`config.mk`:
```
export PLATFORM = sky130hd
export DESIGN_NAME = tcb_lib_stream_loader_flat
export DESIGN_NICKNAME = d
export VERILOG_FILES = /design/src/rtl/tcb_lib_stream_loader_if.sv /design/src/rtl/tcb_lib_stream_loader.sv /design/src/flat_wrapper.sv
export SDC_FILE = /design/constraint.sdc
export NUM_CORES = 1
export LEC_CHECK = 0
export ABC_AREA = 1
export CORE_ASPECT_RATIO = 1.1
export CORE_MARGIN = 5
export CORE_UTILIZATION = 52
export DETAILED_ROUTE_END_ITERATION = 12
export PLACE_DENSITY = 0.8
export SYNTH_ARGS = -nofsm -noshare
export SYNTH_HDL_FRONTEND = slang
export SYNTH_SLANG_ARGS = --single-unit
```
`constraint.sdc`:
```
create_clock -name clk -period 2.1 [get_ports clk]
set_input_delay 0.315 -clock clk [delete_from_list [all_inputs] [get_ports clk]]
set_output_delay 0.315 -clock clk [all_outputs]
set_load 0.02 [all_outputs]
```
`src/rtl/tcb_lib_stream_loader_if.sv`:
```
// Stream-in / TCB-out bundle for the stream loader; master is the loader side.
interface tcb_lib_stream_loader_if #(
  parameter int unsigned DAW = 32,
  parameter int unsigned DBW = 32
) ();
  localparam int unsigned BEW = DBW / 8;

  // byte stream
  logic           str_vld;
  logic           str_rdy;
  logic [7:0]     str_dat;
  logic           str_lst;
  // TCB write request
  logic           tcb_vld;
  logic           tcb_rdy;
  logic           tcb_wen;
  logic [DAW-1:0] tcb_adr;
  logic [BEW-1:0] tcb_ben;
  logic [DBW-1:0] tcb_wdt;

  modport master (
    input  str_vld, str_dat, str_lst, tcb_rdy,
    output str_rdy, tcb_vld, tcb_wen, tcb_adr, tcb_ben, tcb_wdt
  );

  modport slave (
    output str_vld, str_dat, str_lst, tcb_rdy,
    input  str_rdy, tcb_vld, tcb_wen, tcb_adr, tcb_ben, tcb_wdt
  );
endinterface

```
`src/rtl/tcb_lib_stream_loader.sv`:
```
// Packs a byte stream into sequential TCB word writes with byte enables.
module tcb_lib_stream_loader #(
  parameter int unsigned DAW = 32,
  parameter int unsigned DBW = 32,
  parameter int unsigned DLY = 1
) (
  input  logic           clk,
  input  logic           rst,
  input  logic           cfg_str,
  input  logic [DAW-1:0] cfg_adr,
  output logic           sts_bsy,
  output logic           sts_don,
  output logic [DAW-1:0] sts_cnt,
  tcb_lib_stream_loader_if.master bus
);
  localparam int unsigned BEW = DBW / 8;
  localparam int unsigned LW  = (BEW > 1) ? $clog2(BEW) : 1;
  localparam int unsigned DCW = (DLY > 0) ? $clog2(DLY + 1) : 1;

  typedef enum logic [1:0] {IDLE, FILL, SEND, DRAIN} state_t;

  state_t         state, state_nxt;
  logic [DAW-1:0] ptr;
  logic [DAW-1:0] adr_q;
  logic [BEW-1:0] ben_q;
  logic [DBW-1:0] wdt_q;
  logic           lst_q;
  logic [DCW-1:0] dly_cnt;
  logic           rdy_q, vld_q, bsy_q, don_q;
  logic           rdy_nxt, vld_nxt, bsy_nxt, don_nxt;
  logic [LW-1:0]  lane;
  logic           beat, xfer, dly_done;

  assign lane     = LW'(ptr % DAW'(BEW));
  assign beat     = bus.str_vld & rdy_q;
  assign xfer     = vld_q & bus.tcb_rdy;
  assign dly_done = (dly_cnt == DCW'(DLY));

  assign bus.str_rdy = rdy_q;
  assign bus.tcb_vld = vld_q;
  assign bus.tcb_wen = vld_q;
  assign bus.tcb_adr = adr_q;
  assign bus.tcb_ben = ben_q;
  assign bus.tcb_wdt = wdt_q;
  assign sts_bsy     = bsy_q;
  assign sts_don     = don_q;

  // state register
  always_ff @(posedge clk or negedge rst) begin
    if (!rst) state <= IDLE;
    else      state <= state_nxt;
  end

  // next-state logic
  always_comb begin
    state_nxt = state;
    case (state)
      IDLE:  if (cfg_str) state_nxt = FILL;
      FILL:  if (beat && ((lane == LW'(BEW - 1)) || bus.str_lst)) state_nxt = SEND;
      SEND:  if (xfer) state_nxt = lst_q ? DRAIN : FILL;
      DRAIN: if (dly_done) state_nxt = IDLE;
      default: state_nxt = IDLE;
    endcase
  end

  // output decode, computed from the upcoming state so the flops track it
  always_comb begin
    rdy_nxt = 1'b0;
    vld_nxt = 1'b0;
    bsy_nxt = 1'b0;
    don_nxt = 1'b0;
    rdy_nxt = (state_nxt == FILL);
    vld_nxt = (state_nxt == SEND);
    bsy_nxt = (state_nxt != IDLE);
    don_nxt = (state == DRAIN) && dly_done;
  end

  // registered handshake and status outputs
  always_ff @(posedge clk or negedge rst) begin
    if (!rst) begin
      rdy_q <= 1'b0;
      vld_q <= 1'b0;
      bsy_q <= 1'b0;
      don_q <= 1'b0;
    end else begin
      rdy_q <= rdy_nxt;
      vld_q <= vld_nxt;
      bsy_q <= bsy_nxt;
      don_q <= don_nxt;
    end
  end

  // byte packing, address pointer, byte counter and drain counter
  always_ff @(posedge clk or negedge rst) begin
    if (!rst) begin
      ptr     <= '0;
      adr_q   <= '0;
      ben_q   <= '0;
      wdt_q   <= '0;
      lst_q   <= 1'b0;
      sts_cnt <= '0;
      dly_cnt <= '0;
    end else begin
      case (state)
        IDLE: begin
          if (cfg_str) begin
            ptr     <= cfg_adr;
            sts_cnt <= '0;
            ben_q   <= '0;
            wdt_q   <= '0;
            lst_q   <= 1'b0;
          end
        end
        FILL: begin
          if (beat) begin
            wdt_q[{lane, 3'b000} +: 8] <= bus.str_dat;
            ben_q[lane]                <= 1'b1;
            adr_q                      <= ptr & ~DAW'(BEW - 1);
            ptr                        <= ptr + DAW'(1);
            lst_q                      <= bus.str_lst;
            if (sts_cnt != '1) sts_cnt <= sts_cnt + DAW'(1);
          end
        end
        SEND: begin
          // unused lanes stay zero because the buffer is cleared per word
          if (xfer) begin
            ben_q <= '0;
            wdt_q <= '0;
          end
        end
        default: ;
      endcase
      if (state == DRAIN && !dly_done) dly_cnt <= dly_cnt + DCW'(1);
      else                             dly_cnt <= '0;
    end
  end
endmodule

```
`src/flat_wrapper.sv`:
```
// flat-port wrapper written by rule: the top's interface ports become plain ports
module tcb_lib_stream_loader_flat 
#(
  parameter int unsigned DAW = 32,
  parameter int unsigned DBW = 32,
  parameter int unsigned DLY = 1
)
  (clk, rst, cfg_str, cfg_adr, sts_bsy, sts_don, sts_cnt, bus_str_vld, bus_str_dat, bus_str_lst, bus_tcb_rdy, bus_str_rdy, bus_tcb_vld, bus_tcb_wen, bus_tcb_adr, bus_tcb_ben, bus_tcb_wdt);
  tcb_lib_stream_loader_if #(.DAW(DAW), .DBW(DBW)) bus_i ();
  input  logic clk;
  input  logic rst;
  input  logic cfg_str;
  input  logic [DAW-1:0] cfg_adr;
  output logic sts_bsy;
  output logic sts_don;
  output logic [DAW-1:0] sts_cnt;
  input wire logic [$bits(bus_i.str_vld)-1:0] bus_str_vld;
  input wire logic [$bits(bus_i.str_dat)-1:0] bus_str_dat;
  input wire logic [$bits(bus_i.str_lst)-1:0] bus_str_lst;
  input wire logic [$bits(bus_i.tcb_rdy)-1:0] bus_tcb_rdy;
  output wire logic [$bits(bus_i.str_rdy)-1:0] bus_str_rdy;
  output wire logic [$bits(bus_i.tcb_vld)-1:0] bus_tcb_vld;
  output wire logic [$bits(bus_i.tcb_wen)-1:0] bus_tcb_wen;
  output wire logic [$bits(bus_i.tcb_adr)-1:0] bus_tcb_adr;
  output wire logic [$bits(bus_i.tcb_ben)-1:0] bus_tcb_ben;
  output wire logic [$bits(bus_i.tcb_wdt)-1:0] bus_tcb_wdt;
  assign bus_i.str_vld = bus_str_vld;
  assign bus_i.str_dat = bus_str_dat;
  assign bus_i.str_lst = bus_str_lst;
  assign bus_i.tcb_rdy = bus_tcb_rdy;
  assign bus_str_rdy = bus_i.str_rdy;
  assign bus_tcb_vld = bus_i.tcb_vld;
  assign bus_tcb_wen = bus_i.tcb_wen;
  assign bus_tcb_adr = bus_i.tcb_adr;
  assign bus_tcb_ben = bus_i.tcb_ben;
  assign bus_tcb_wdt = bus_i.tcb_wdt;
  tcb_lib_stream_loader #(.DAW(DAW), .DBW(DBW), .DLY(DLY)) u_core (.clk(clk), .rst(rst), .cfg_str(cfg_str), .cfg_adr(cfg_adr), .sts_bsy(sts_bsy), .sts_don(sts_don), .sts_cnt(sts_cnt), .bus(bus_i));
endmodule
```
# ---- Word level (Yosys, flattened, before mapping)
# Index checks and enable logic that the tools add are counted.
dict set report totals {
  ff_bits 138
  input_bits 46
}
dict set report classes {
  n_addsub 4
  order_cmp 2
  eq_ne 11
  shift 2
  n_mux 27
  bitwise 3
  reduce_logical 14
}
# op count
set op_table {}
lappend op_table {{32-bit 2-to-1 mux} 7}
lappend op_table {{32-bit one-hot mux with 2 select lines} 2}
lappend op_table {{32-bit one-hot mux with 3 select lines} 1}
lappend op_table {{32-bit by 1-bit adder with 32-bit output (second input constant)} 2}
lappend op_table {{32-bit bitwise mux} 1}
lappend op_table {{32-bit inequality test (second input constant)} 1}
lappend op_table {{8-bit by 7-bit variable shift with 32-bit output (first input constant)} 1}
lappend op_table {{8-bit by 7-bit indexed part select with 32-bit output} 1}
lappend op_table {{4-bit 2-to-1 mux} 3}
lappend op_table {{4-bit one-hot mux with 3 select lines} 1}
lappend op_table {{2-bit 2-to-1 mux} 5}
lappend op_table {{2-bit equality test (second input constant)} 4}
lappend op_table {{2-bit one-hot mux with 4 select lines} 1}
lappend op_table {{4-bit AND reduction} 2}
lappend op_table {{5-bit negator with 7-bit output} 1}
lappend op_table {{2-bit by 1-bit inequality test with 1-bit output (second input constant)} 3}
lappend op_table {{2-bit by 1-bit equality test with 1-bit output (second input constant)} 2}
lappend op_table {{1-bit logical AND} 4}
lappend op_table {{1-bit 2-to-1 mux} 4}
lappend op_table {{4-bit bitwise OR} 1}
lappend op_table {{2-bit nonzero test} 2}
lappend op_table {{2-bit by 3-bit < comparator with 1-bit output (second input constant)} 1}
lappend op_table {{3-bit AND reduction} 1}
lappend op_table {{3-bit nonzero test} 1}
lappend op_table {{other kinds (10)} 11}

# ---- Longest topological paths before layout
dict set report logic_depth {
  depth_word 7
  ltp_mapped 11
}

# ---- Worst setup path before layout
# Ideal clock, no wire load.
dict set report synth_path {
  path_kind {flip-flop to flip-flop}
  startpoint {register u_core.sts_cnt[0]}
  endpoint {register u_core.sts_cnt[0]}
  setup_ps 132
  arrival_time_ps 1686
  required_ps 1968
  setup_slack_ps 282
  stages_incl_launch_ff 10
  n_path_buf 1
  cell_sequence {dfrtp_1 -> ha_1 -> inv_1 -> nor2_4 -> nand2_2 -> nor2_2 -> nand3b_1 -> nand3_2 -> buf_4 -> o21ai_1}
}
dict set report synth_via {
  elab_chain_cells 4
}
# item line
set synth_lines {}
lappend synth_lines {{start, declared} tcb_lib_stream_loader.sv:13} ;# output logic [DAW-1:0] sts_cnt,
lappend synth_lines {{start signal, assigned} tcb_lib_stream_loader.sv:121} ;# if (sts_cnt != '1) sts_cnt <= sts_cnt + DAW'(1);
lappend synth_lines {{32-bit by 1-bit adder with 32-bit output} tcb_lib_stream_loader.sv:121}
lappend synth_lines {{32-bit 2-to-1 mux} tcb_lib_stream_loader.sv:121}
lappend synth_lines {{32-bit 2-to-1 mux} tcb_lib_stream_loader.sv:115} ;# if (beat) begin
lappend synth_lines {{32-bit one-hot mux with 2 select lines} tcb_lib_stream_loader.sv:104} ;# case (state)
# Parallel ways exist; a longest one is shown, timed or not. The select of a mux whose other input is x is not followed.
# A chain may end at the register's enable or synchronous reset.

# ---- Worst setup path in the final report
dict set report layout_path {
  startpoint {register u_core.sts_cnt[0]}
  endpoint {register u_core.sts_cnt[18]}
}
# The elaborated chain is that of the path after synthesis.

==> impl_results.md <==
- Starting utilization of the core area: 52.8%
- Max-slew violation total from the final report: 0
- Cell Area, Synth: 0.00759 sq mm
- Final worst path period need: 1.98 ns
- Type of element launching the critical path: flop
- Worst Path Class, Setup: reg -> reg
- Switching part of the total power: 42.8%
- Per-cell via count in the routed design: 5.22
- CTS tree: done
- Global route total overflow: 0
- Share of total power in the clock network: 23.3%
- Synth-to-Final Area Change: 31.0%
- Slew at the pin closest to its max-slew limit: 0.605 ns
- Max Fanout on Critical Path: 19
- Die Y-Extent: 137 um
- Met1 routed wirelength after detailed routing: 9180 um
- First-pass GRT wire length: 34,700 um
- Highest routed layer: met4
- Number of different library cells in the post-synthesis netlist: 38
- Seq pwr share: 31.6%
- Number of primary I/O pins: 151
- CP endpoint kind: flop
- RSZ-0062 raised after global routing: yes
- Final count of hold timing violations: 0
- Setup slack after placement: 0.0580 ns
- Routability cong.: 0.963
- Worst clock skew on the final layout: 0.00718 ns
- Combinational power share: 45.1%
- Fraction of registers with async set or reset after synthesis: 100%
- Count of port buffers added during placement: 148
- Worst slew margin: 59.6%
- Die outline width: 125 um
- Die area: 0.0171 sq mm
- Antenna violations before repair: 0
- Outcome: complete, no violations
- Post-CTS repair timing setup buffer count: 0
- Post-route clock period utilization: 94.4%
- HPWL after detailed placement: 15,300 um
- Antenna Nets Post-Route: 0
- Vias after detailed routing: 7,478
- Number of setup violations in the final report: 0
- Row count: 46
- Met3 wire length: 1670 um
- N_diodes: 0
- Syn_area_per_cell: 7.07 sq um
- Fillers: 1,202
- Instance area after placement: 0.00933 sq mm
- Path depth of the worst reg2reg path: 8
- P_sw: 5.64 mW
- Critical path startpoint: u_core.sts_cnt[0]$_DFFE_PN0P_
- Launch instance of the worst register-to-register path: u_core.sts_cnt[0]$_DFFE_PN0P_
- TritonCTS sink count: 138
- Largest net degree at the start of global routing: 52
- Final WS setup: 0.117 ns
- Drt pass-1 iters: 6
- Number of violations reported at the end of detailed-routing iteration 0: 786
- Top achievable clock speed: 504 MHz
- Number of synthesized flops with an enable pin: 0
- Number of buffers on the longest clock path: 2
- Hold/Removal Path Class: in -> async
- Core ar.: 0.0144 sq mm
- Number of max-capacitance violations reported: 0
- Power Internal: 7.52 mW
- Number of DRC violations after detailed routing: 0
- Clock transition at the registers of the reported paths: 0.06 ns
- Detailed route wirelength on metal2: 9840 um
- Critical path data required time: 2.41 ns
- Dominant cell type by area after synthesis: dfrtp_1
- Ys flop type: dfrtp_1
- Sequential element share of the synthesized area: 45.5%
- Warnings, synthesis: 0
- Post-route cell area: 0.00994 sq mm
- Per-cell routed wire length: 14.7 um
- Total Routed Length: 21,000 um
- Pwr per Cell Area: 1320 mW/mm^2
- H-tree Lvls: 4
- Final-stage net count: 1,281
- Area contributors post-synth: dfrtp_1 (45%), nand2_1 (19%), nor2_1 (7.7%)
- Vias in the first global route: 7,079
- Share of the synthesized area in the top cell type: 45.5%
- Largest vdd supply drop: 0.847 mV
- Data arrival, critical path: 2.30 ns
- Fraction of final layout cells sized beyond drive strength 1: 6.29%
- Post-synthesis register bit count: 138
- CTS buffer count: 17
- Static leakage: 4.43 nW
- Total routing resource utilization after global routing: 25.0%
- Cells after synthesis: 1,074
- Cell at the root of the clock tree: clkbuf_16
- Clock insertion delay at the later pin of the skew report: 0.42 ns
path summary, 6_finish.rpt:
check / to / slack (ns)
max: u_core.sts_cnt[18]$_DFFE_PN0P_ / 0.12
max in group asynchronous: u_core.bus.tcb_adr[2]$_DFFE_PN0P_ / 1.04
min reg2reg: u_core.bus.tcb_wdt[19]$_DFFE_PN0P_ / 0.48
max reg2reg: u_core.sts_cnt[18]$_DFFE_PN0P_ / 0.12
min: u_core.bus.tcb_adr[26]$_DFFE_PN0P_ / 0.40
min in group clk: u_core.bus.tcb_wdt[19]$_DFFE_PN0P_ / 0.48
registers in the layout, summed over array words and instances, names as in the netlist:
name,flops
u_core.sts_don,1
u_core.bus.str_rdy,1
u_core.sts_bsy,1
u_core.bus.tcb_vld,1
u_core.bus.tcb_ben,4
u_core.bus.tcb_adr,30
u_core.lst_q,1
u_core.bus.tcb_wdt,32
u_core.ptr,32
u_core.state,2
u_core.sts_cnt,32
u_core.dly_cnt,1
synthesized netlist by cell type (2+ instances only):
| library cell | n |
|---|---|
| nand3_1 | 63 |
| o21bai_1 | 6 |
| ha_1 | 6 |
| o21ai_2 | 3 |
| nor2_4 | 3 |
| xnor2_1 | 2 |
| o21ai_0 | 55 |
| clkbuf_1 | 8 |
| mux2_2 | 3 |
| nand4_1 | 3 |
| o21ai_1 | 52 |
| xor2_1 | 13 |
| buf_6 | 2 |
| a21oi_1 | 14 |
| dfrtp_1 | 138 |
| inv_1 | 92 |
| buf_4 | 10 |
| a22oi_1 | 2 |
| nand2_2 | 2 |
| nand2_1 | 393 |
| a31oi_1 | 2 |
| buf_2 | 10 |
| nor3_1 | 9 |
| inv_2 | 7 |
| buf_1 | 3 |
| nor2_1 | 155 |
| o22ai_1 | 7 |
timing repair:
action / in CTS / in global routing
hold endpoints to repair: 49 / 0
hold buffers: 1 / 0
setup endpoints to repair: 0 / 4
resized for setup: 0 / 1
through the flow:
step	hold slack (ns)	util (%)	TNS, ns	total power, mW	cells
floorplan	0.0194	-	0	8.01	1075
global placement	0.301	64.8	0	9.89	1401
detailed placement	0.300	64.8	0	10.0	1401
CTS	0.435	69.1	0	13.1	1433
global route	0.486	69.1	-0.0211	14.0	1433
finish	0.402	69.1	0	13.2	1433
power by group through the flow:
| stage | logic (mW) | registers [mW] | clock network (mW) |
|---|---|---|---|
| finish | 5.94 | 4.15 | 3.06 |
| global route | 6.60 | 4.25 | 3.19 |
| CTS | 5.93 | 4.14 | 3.09 |
| detailed placement | 5.87 | 4.17 | 0 |
| global placement | 5.75 | 4.15 | 0 |
| floorplan | 3.49 | 4.52 | 0 |
layout by cell type (no fill, tap or decap), types with 4 or more instances in the layout:
cell / instances
buf_12: 4
inv_2: 7
o21bai_1: 6
xor2_1: 13
nor2_1: 155
nand3_1: 62
dfrtp_1: 138
clkinvlp_4: 4
ha_1: 6
buf_4: 15
o22ai_1: 7
o21ai_1: 52
o21ai_0: 55
nor3_1: 9
clkinv_2: 4
clkdlybuf4s50_1: 147
clkbuf_16: 17
a21oi_1: 14
inv_1: 92
nand2_1: 393
final cells by class:
type | count | area [sq um] | area share, %
Tap cell | 192 | 240 | 2.42
Timing Repair Buffer | 168 | 1690 | 16.9
Multi-Input combinational cell | 805 | 3590 | 36.1
Clock buffer | 19 | 453 | 4.55
Clock inverter | 12 | 149 | 1.50
Inverter | 99 | 372 | 3.74
Sequential cell | 138 | 3450 | 34.7
metal layers:
layer / track usage (%) / vias to the layer above
li1: - / 3691
met1: 34.3 / 3456
met2: 41.1 / 300
met3: 4.80 / 31
met4: 7.11 / 0
met5: 0 / -
cells by family after synthesis:
| family | after synthesis | synth area share (%) |
|---|---|---|
| buf+inv | 132 | 7.38 |
| xor+xnor | 15 | 1.73 |
| other cells | 1 | 0.0494 |
| compound gates | 144 | 10.3 |
| mux | 3 | 0.445 |
| fa+ha+maj | 6 | 0.989 |
| simple gates | 635 | 33.6 |
| flops | 138 | 45.5 |
worst max-delay path, cell delays in order (launching register included):
cell      delay [ns]
dfrtp_1         0.43
ha_1            0.26
inv_1           0.13
nor2_4          0.06
nand2_2         0.09
nor2_2          0.06
nand3b_1        0.13
nand3_2         0.37
o21ai_0         0.35
No activity file was read; power rests on OpenSTA's default activity.
